===== src/rtl/arb_req_agent5.sv =====
// arb_req_agent5: requester-side agent for a 5-client, 2-grant arbiter.
// Optional starvation monitor (starve_out port) is enabled by defining ARB_REQ_STARVE_EN.
module arb_req_agent5 #(
  parameter int DEPTH        = 4,
  parameter int CNT_W        = 3,
  parameter int MAX_GRANT    = 2,
  parameter int STARVE_LIMIT = 16
) (
  input  logic       clk,
  input  logic       rst,
  input  logic [4:0] post_in,
  output logic [4:0] full_out,
  output logic [4:0] req_out,
  output logic       req_valid,
  input  logic [4:0] grant_in,
  output logic [4:0] done_out,
  output logic       proto_err
`ifdef ARB_REQ_STARVE_EN
  ,
  output logic [4:0] starve_out
`endif
);

  localparam int N = 5;
  localparam logic [CNT_W-1:0] DEPTH_C = CNT_W'(DEPTH);
  localparam logic [CNT_W-1:0] ZERO_C  = {CNT_W{1'b0}};
  localparam logic [CNT_W-1:0] ONE_C   = CNT_W'(1);
  localparam logic [2:0]       MAXG_C  = 3'(MAX_GRANT);

  function automatic logic [2:0] popcount5(input logic [N-1:0] v);
    logic [2:0] s;
    s = 3'd0;
    for (int k = 0; k < N; k++) begin
      s = s + {2'b00, v[k]};
    end
    return s;
  endfunction

  logic [CNT_W-1:0] pending   [N];
  logic [CNT_W-1:0] pend_next [N];
  logic [N-1:0]     req_q;
  logic [N-1:0]     g;
  logic [N-1:0]     has_next;
  logic             over_grant;
  logic             stray_grant;

  // Full flags straight from the pending counters.
  always_comb begin
    full_out = 5'b00000;
    for (int i = 0; i < N; i++) begin
      full_out[i] = (pending[i] == DEPTH_C);
    end
  end

  // Grant qualification, protocol checks and next pending count.
  always_comb begin
    g           = grant_in & req_q;
    over_grant  = (popcount5(grant_in) > MAXG_C);
    stray_grant = |(grant_in & ~req_q);
    has_next    = 5'b00000;
    for (int i = 0; i < N; i++) begin
      pend_next[i] = pending[i];
      // A post and a grant together cancel, even on a full client.
      if (post_in[i] && g[i]) begin
        pend_next[i] = pending[i];
      end else if (post_in[i] && (pending[i] != DEPTH_C)) begin
        pend_next[i] = pending[i] + ONE_C;
      end else if (g[i] && (pending[i] != ZERO_C)) begin
        pend_next[i] = pending[i] - ONE_C;
      end else begin
        pend_next[i] = pending[i];
      end
      has_next[i] = (pend_next[i] != ZERO_C);
    end
  end

  // Counters, request/grant pipeline and sticky protocol flag.
  always_ff @(posedge clk) begin
    if (rst) begin
      for (int i = 0; i < N; i++) begin
        pending[i] <= ZERO_C;
      end
      req_out   <= 5'b00000;
      req_q     <= 5'b00000;
      done_out  <= 5'b00000;
      proto_err <= 1'b0;
    end else begin
      for (int i = 0; i < N; i++) begin
        pending[i] <= pend_next[i];
      end
      // A request in flight suppresses re-request, so each client asks every other cycle.
      req_out   <= has_next & ~req_out;
      req_q     <= req_out;
      done_out  <= g;
      proto_err <= proto_err | over_grant | stray_grant;
    end
  end

  assign req_valid = |req_out;

`ifdef ARB_REQ_STARVE_EN
  localparam int SW = $clog2(STARVE_LIMIT + 1);
  localparam logic [SW-1:0] LIMIT_C = SW'(STARVE_LIMIT);
  localparam logic [SW-1:0] SZERO_C = {SW{1'b0}};
  localparam logic [SW-1:0] SONE_C  = SW'(1);

  logic [SW-1:0] starve_cnt [N];

  // Saturating count of cycles a client waits with work pending.
  always_ff @(posedge clk) begin
    if (rst) begin
      for (int i = 0; i < N; i++) begin
        starve_cnt[i] <= SZERO_C;
      end
    end else begin
      for (int i = 0; i < N; i++) begin
        if (g[i] || (pending[i] == ZERO_C)) begin
          starve_cnt[i] <= SZERO_C;
        end else if (starve_cnt[i] != LIMIT_C) begin
          starve_cnt[i] <= starve_cnt[i] + SONE_C;
        end else begin
          starve_cnt[i] <= starve_cnt[i];
        end
      end
    end
  end

  // Starvation flag while the counter sits at its limit.
  always_comb begin
    starve_out = 5'b00000;
    for (int i = 0; i < N; i++) begin
      starve_out[i] = (starve_cnt[i] == LIMIT_C);
    end
  end
`endif

endmodule


===== config.mk =====
export PLATFORM = sky130hd
export DESIGN_NAME = arb_req_agent5
export DESIGN_NICKNAME = d
export VERILOG_FILES = /design/src/rtl/arb_req_agent5.sv
export SDC_FILE = /design/constraint.sdc
export NUM_CORES = 1
export LEC_CHECK = 0
export ABC_AREA = 1
export CAP_MARGIN = 20
export CORE_AREA = 10 10 76 78
export DETAILED_ROUTE_END_ITERATION = 10
export DIE_AREA = 0 0 86 88
export MAX_ROUTING_LAYER = met4
export PLACE_DENSITY = 0.64
export SLEW_MARGIN = 20
export SYNTH_ARGS = -nofsm -noshare
export SYNTH_HDL_FRONTEND = slang
export SYNTH_SLANG_ARGS = --single-unit

===== constraint.sdc =====
create_clock -name clk -period 2.4 [get_ports clk]
set_clock_uncertainty 0.05 [all_clocks]
set_input_delay 0.48 -clock clk [delete_from_list [all_inputs] [get_ports clk]]
set_output_delay 0.48 -clock clk [all_outputs]
set_load 0.01 [all_outputs]

# Word level (Yosys, flattened, before mapping)
# Memories as Yosys holds them, arrays and structs flattened.
# Index checks and enable logic that the tools add are counted.
dict set report totals {
  register_bits 16
  ram_bits 15
  input_bits 12
  out_inout_bits 17
  elab_cells 92
  memories 1
}
# memory depth word_bits rd rd_clocked_by_memory_dff write_ports line
set mem_list {}
lappend mem_list {pending 5 3 5 0 5 39} ;# logic [CNT_W-1:0] pending [N];
dict set report classes {
  addsub 14
  magnitude_cmp 1
  eq_ne 10
  mux 23
  bitwise 12
  reduce_logical 27
}
# cell n
set ops {}
lappend ops {{2-to-1 mux 3 bit} 20}
lappend ops {{nonzero test 3 bit} 10}
lappend ops {{adder 3 x 1 -> 3 bit (second input constant)} 5}
lappend ops {{AND 5 bit} 3}
lappend ops {{equality test 3 bit (second input constant)} 5}
lappend ops {{logical AND 1 bit} 15}
lappend ops {{inequality test 3 bit (second input constant)} 5}
lappend ops {{subtractor 3 x 1 -> 3 bit (second input constant)} 5}
lappend ops {{NOT 5 bit} 2}
lappend ops {{OR reduction 5 bit} 2}
lappend ops {{bitwise OR 1 bit} 7}
lappend ops {{adder 3 x 1 -> 3 bit} 2}
lappend ops {{adder 2 x 1 -> 3 bit} 1}
lappend ops {{greater-than comparator 3 x 2 -> 1 bit (second input constant)} 1}
lappend ops {{2-to-1 mux 1 bit} 3}
lappend ops {{adder 1 x 1 -> 2 bit} 1}

# Logic depth before layout (Yosys ltp)
dict set report depth {
  ltp_word 7
  ltp_mapped 12
  ltp_nobuf 12
}

# Least setup slack after synthesis
# OpenSTA, ideal clock, no wires.
dict set report synth_path {
  kind {input-to-reg}
  start {in grant_in[0]}
  end {reg proto_err}
  setup_ns 0.109
  arrival_time_ns 1.923
  required_time_ns 2.241
  setup_slack_ns 0.318
  cell_stages 9
  n_path_buf 0
  path_cell_list {inv_1 fa_1 fa_1 ha_1 nand2_1 nor2_1 o21ai_0 nand2_1 inv_1}
}
dict set report synth_between {
  elab_chain_len 7
  word_cells_on_any_way 9
  classes_between {add/sub: 4; order compare: 1; bitwise: 3; reduce/logical: 1}
}
# element line
set synth_lines {}
lappend synth_lines {{start, declared} 15} ;# input logic [4:0] grant_in,
lappend synth_lines {{adder 1 x 1 -> 2 bit} 34} ;# s = s + {2'b00, v[k]};
lappend synth_lines {{adder 2 x 1 -> 3 bit} 34}
lappend synth_lines {{adder 3 x 1 -> 3 bit (2 in series)} 34}
lappend synth_lines {{greater-than comparator 3 x 2 -> 1 bit} 58} ;# over_grant = (popcount5(grant_in) > MAXG_C);
lappend synth_lines {{bitwise OR 1 bit} 95} ;# proto_err <= proto_err | over_grant | stray_grant;
lappend synth_lines {{bitwise OR 1 bit (*)} 95}
lappend synth_lines {{end signal, assigned} 95}
lappend synth_lines {{end, declared} 17} ;# output logic proto_err
# Every way passes the cells marked *; elsewhere a longest branch is shown, timed or not.
# A chain may end at the register's enable or synchronous reset.

==> summary by stage <==
Die
The chip height is 88 µm. The core region is 4290 µm². The horizontal die dimension is 86 µm. The effective utilization at floorplan is ~44%. The die covers between 7000 and 8000 µm².

The number of placement rows is 24. The count of pins on the block boundary is 29.

Synthesis
In the post-synthesis netlist, the cell with the most instances is nand2_1. The commonest cells after synthesis are nand2_1, inv_1, nor2_1. In this run the mean area of a mapped cell was 6.72 µm². Synthesis produced between 200 and 300 cells. Synthesis produced a netlist with a net count of roughly 310. The library cell with the largest summed area after synthesis is dfxtp_1. In this run the biggest area consumer among cell types represents 32.7% of the synthesized area. Of the synthesized area, sequential elements account for 32.7%.

Yosys printed 0 warnings. In this run, synthesis inferred 0 flip-flops with an integrated enable. The post-synthesis instance area is 1900 µm².

The share of synthesized flip-flops with an asynchronous set or reset is 0%. The dominant register cell in the synthesized netlist is dfxtp_1. Counting flops and latches in the post-synthesis netlist gives 31.

In this run, distinct cell masters in the synthesized netlist total 21. Sorting the synthesized cells by area gives the leading types as dfxtp_1, nand2_1, ha_1.

STA
The total count of hold-check failures in the final report came to 0. In the final timing run, aggregate negative setup slack is 0 ps. The time the final worst path needs with I/O delays and setup is 2090 ps. The highest clock rate is around 480 MHz.

The normalized max-slew margin is 70.5%. Setup repair after global routing left no endpoint under its margin. For the pin with the worst max-slew slack, the measured transition is roughly 440 ps.

The total of endpoints with negative setup slack in the final report is 0. The number of pins exceeding their max-slew limit in the final report came to 0. The final cycle utilization of the critical path is between 80% and 90%. The worst hold slack across all endpoints is 420 ps.

Global routing
The number of global-route vias before repair is 1548. The first global-routing pass estimated 6.35 mm of wire. The overall routing resource usage is 10.5%. The number of antenna violations at the first check in global routing is 0. The pin count of the biggest net entering global routing is 15. The residual overflow from global routing is 0.

Place
The count of buffers added on input and output ports is 28. The congestion estimate from routability-driven global placement came to a little under 0.9. Including well taps, the total number of placed cells is 363. Summed over all nets, the half-perimeter wirelength after detailed placement is ~3 mm.

After detailed placement, the total cell area comes to 2250 µm².

Pwr
The power density over the cells is 647 nW/µm². Net switching is between 30% and 40% of the power. The analysis attributes to cell leakage a power of 1.28 nW. VDD sags by at most 426 µV. The clock network accounts for 24.7% of the total power. Combinational logic burns around a third of the power.

The net switching power is 0.510 mW. The relative contribution of sequential cells to total power is 41.2%. The internal power consumption is 1.01 mW.

Routing
The final layout contains routed wiring with a total length of 3.58 mm. The residual DRC count is 0. The total via count after detailed routing is 1647. In this run, the number of DRC markers left after iteration 0 of detailed routing was between 50 and 60. Using the TritonRoute via totals, the vias-per-cell ratio works out to 4.44. In the final routed layout, each cell accounts on average for between 9 and 10 µm.

The remaining antenna violation count after routing is 0. The detailed-routing iteration count for the pre-antenna-repair pass is 4.

Clock tree
The clock root buffer is clkbuf_8. TritonCTS built the clock tree. Clock-pin slew was measured on the worst setup and hold paths at approximately 60 ps.

The total setup buffers inserted after CTS is 0. The later pin in the worst-skew pair is clocked with a latency of 270 ps. In this run, CTS created clock tree buffers numbering 5. The tree built by TritonCTS fans out to 31 sinks. The maximum clock path buffer count is 2. The total number of H-tree levels is 2.

Hold path
The class of the tightest hold or removal check is register to register.

Critical path
The setup path with the least slack is of type register to output pin. The kind of start point of the critical path is a register. Along the worst path, the maximum fanout reaches 3. The sort of element at the end of the critical path is an output pin. The critical path arrival is 1560 ps. At the worst endpoint, the required time is about 1900 ps.

Run status
The run finished with clean final reports.

Cells and area
The number of nets in the finished design is 349. The post-route netlist has between 10% and 20% of its cells at a drive strength greater than 1. The number of standard cells in the final layout excluding fillers is 371. The total inserted antenna cells is 0. The synthesis-to-layout area growth is 23.4%. Summing all non-filler instances in the final layout gives an area of 2350 µm².

Run
Across the run, the number of max-cap violations was 0.
per-layer routing:
metal | wire, µm | global-route usage [%] | share of wire [%]
met1 | 1650 | 11.3 | 46
met5 | 0 | - | 0
met4 | 65 | 4.49 | 1.8
met2 | 1710 | 17.4 | 48
met3 | 158 | 3.25 | 4.4
power by group through the flow:
stage	combinational [mW]	sequential (mW)	clock, mW
6_report	0.518	0.625	0.376
4_1_cts	0.528	0.626	0.395
5_1_grt	0.608	0.633	0.408
2_1_floorplan	0.357	0.636	0
3_5_place_dp	0.523	0.637	0
3_3_place_gp	0.518	0.637	0
final timing paths:
kind	startpoint	endpoint	cells after the start	slack, ps
worst max-delay path	pending[0][0]	full_out[0]	5	310
worst min-delay path	req_out[3]	req_q[3]	2	420
worst max register to register	pending[0][0]	req_out[0]	12	840
worst min register to register	req_out[3]	req_q[3]	2	420
critical path, cell delays in order, from the launching register on:
cell and delay [ps]:
dfxtp_1 320, inv_1 100, ha_1 180, nand2_1 100, inv_1 70, clkdlybuf4s50_1 530
flip-flops by register name (all words and copies together) (netlist names):
signal,count
done_out,5
pending,15
proto_err,1
req_out,5
req_q,5
timing repair:
action,CTS,global route
pin swaps,0,2
resized for setup,1,6
setup endpoints to repair,1,1
cloned,0,0
hold buffers,0,0
endpoints found under the hold margin,0,0
cell type report:
cell class                 count  area, µm²
multi-input combinational    196       1070
clock buffer                   7       76.3
timing repair buffer          31        310
sequential                    31        621
inverter                      53        199
fill                         440       1950
tap                           52       65.1
clock inverter                 1       5.00
cells by family after synthesis:
| group | Yosys count | synth area share [%] |
|---|---|---|
| and+or+nand+nor | 166 | 39.7 |
| buffers and inverters | 56 | 11.2 |
| DFF | 31 | 32.7 |
| adders and majority gates | 19 | 13.3 |
| AOI/OAI and AO/OA | 11 | 3.16 |
through the flow:
step / setup WS, ps / power, mW / utilization [%]
after floorplan: 318 / 0.993 / -
after global placement: -261 / 1.15 / 52.5
after detailed placement: -329 / 1.16 / 52.5
after CTS: 25.2 / 1.55 / 54.5
after global routing: 161 / 1.65 / 54.6
final: 306 / 1.52 / 54.6
cell usage in the layout, fill, tap and decap left out, types with 2 or more instances in the layout:
| cell | synthesis | routed |
|---|---|---|
| buf_4 | 0 | 3 |
| dlymetal6s2s_1 | 0 | 3 |
| clkbuf_8 | 0 | 5 |
| clkdlybuf4s50_1 | 0 | 25 |
| nor2_1 | 33 | 33 |
| a21oi_1 | 7 | 7 |
| nand3_1 | 20 | 20 |
| dfxtp_1 | 31 | 31 |
| nand2_1 | 81 | 81 |
| nand3b_1 | 3 | 3 |
| nand2_2 | 19 | 19 |
| nand2_4 | 4 | 4 |
| inv_2 | 5 | 8 |
| nor2_2 | 2 | 2 |
| nor3_1 | 2 | 2 |
| inv_1 | 48 | 45 |
| clkbuf_1 | 1 | 2 |
| ha_1 | 17 | 17 |
| o21ai_0 | 2 | 2 |
No activity file was read; power rests on OpenSTA's default activity.
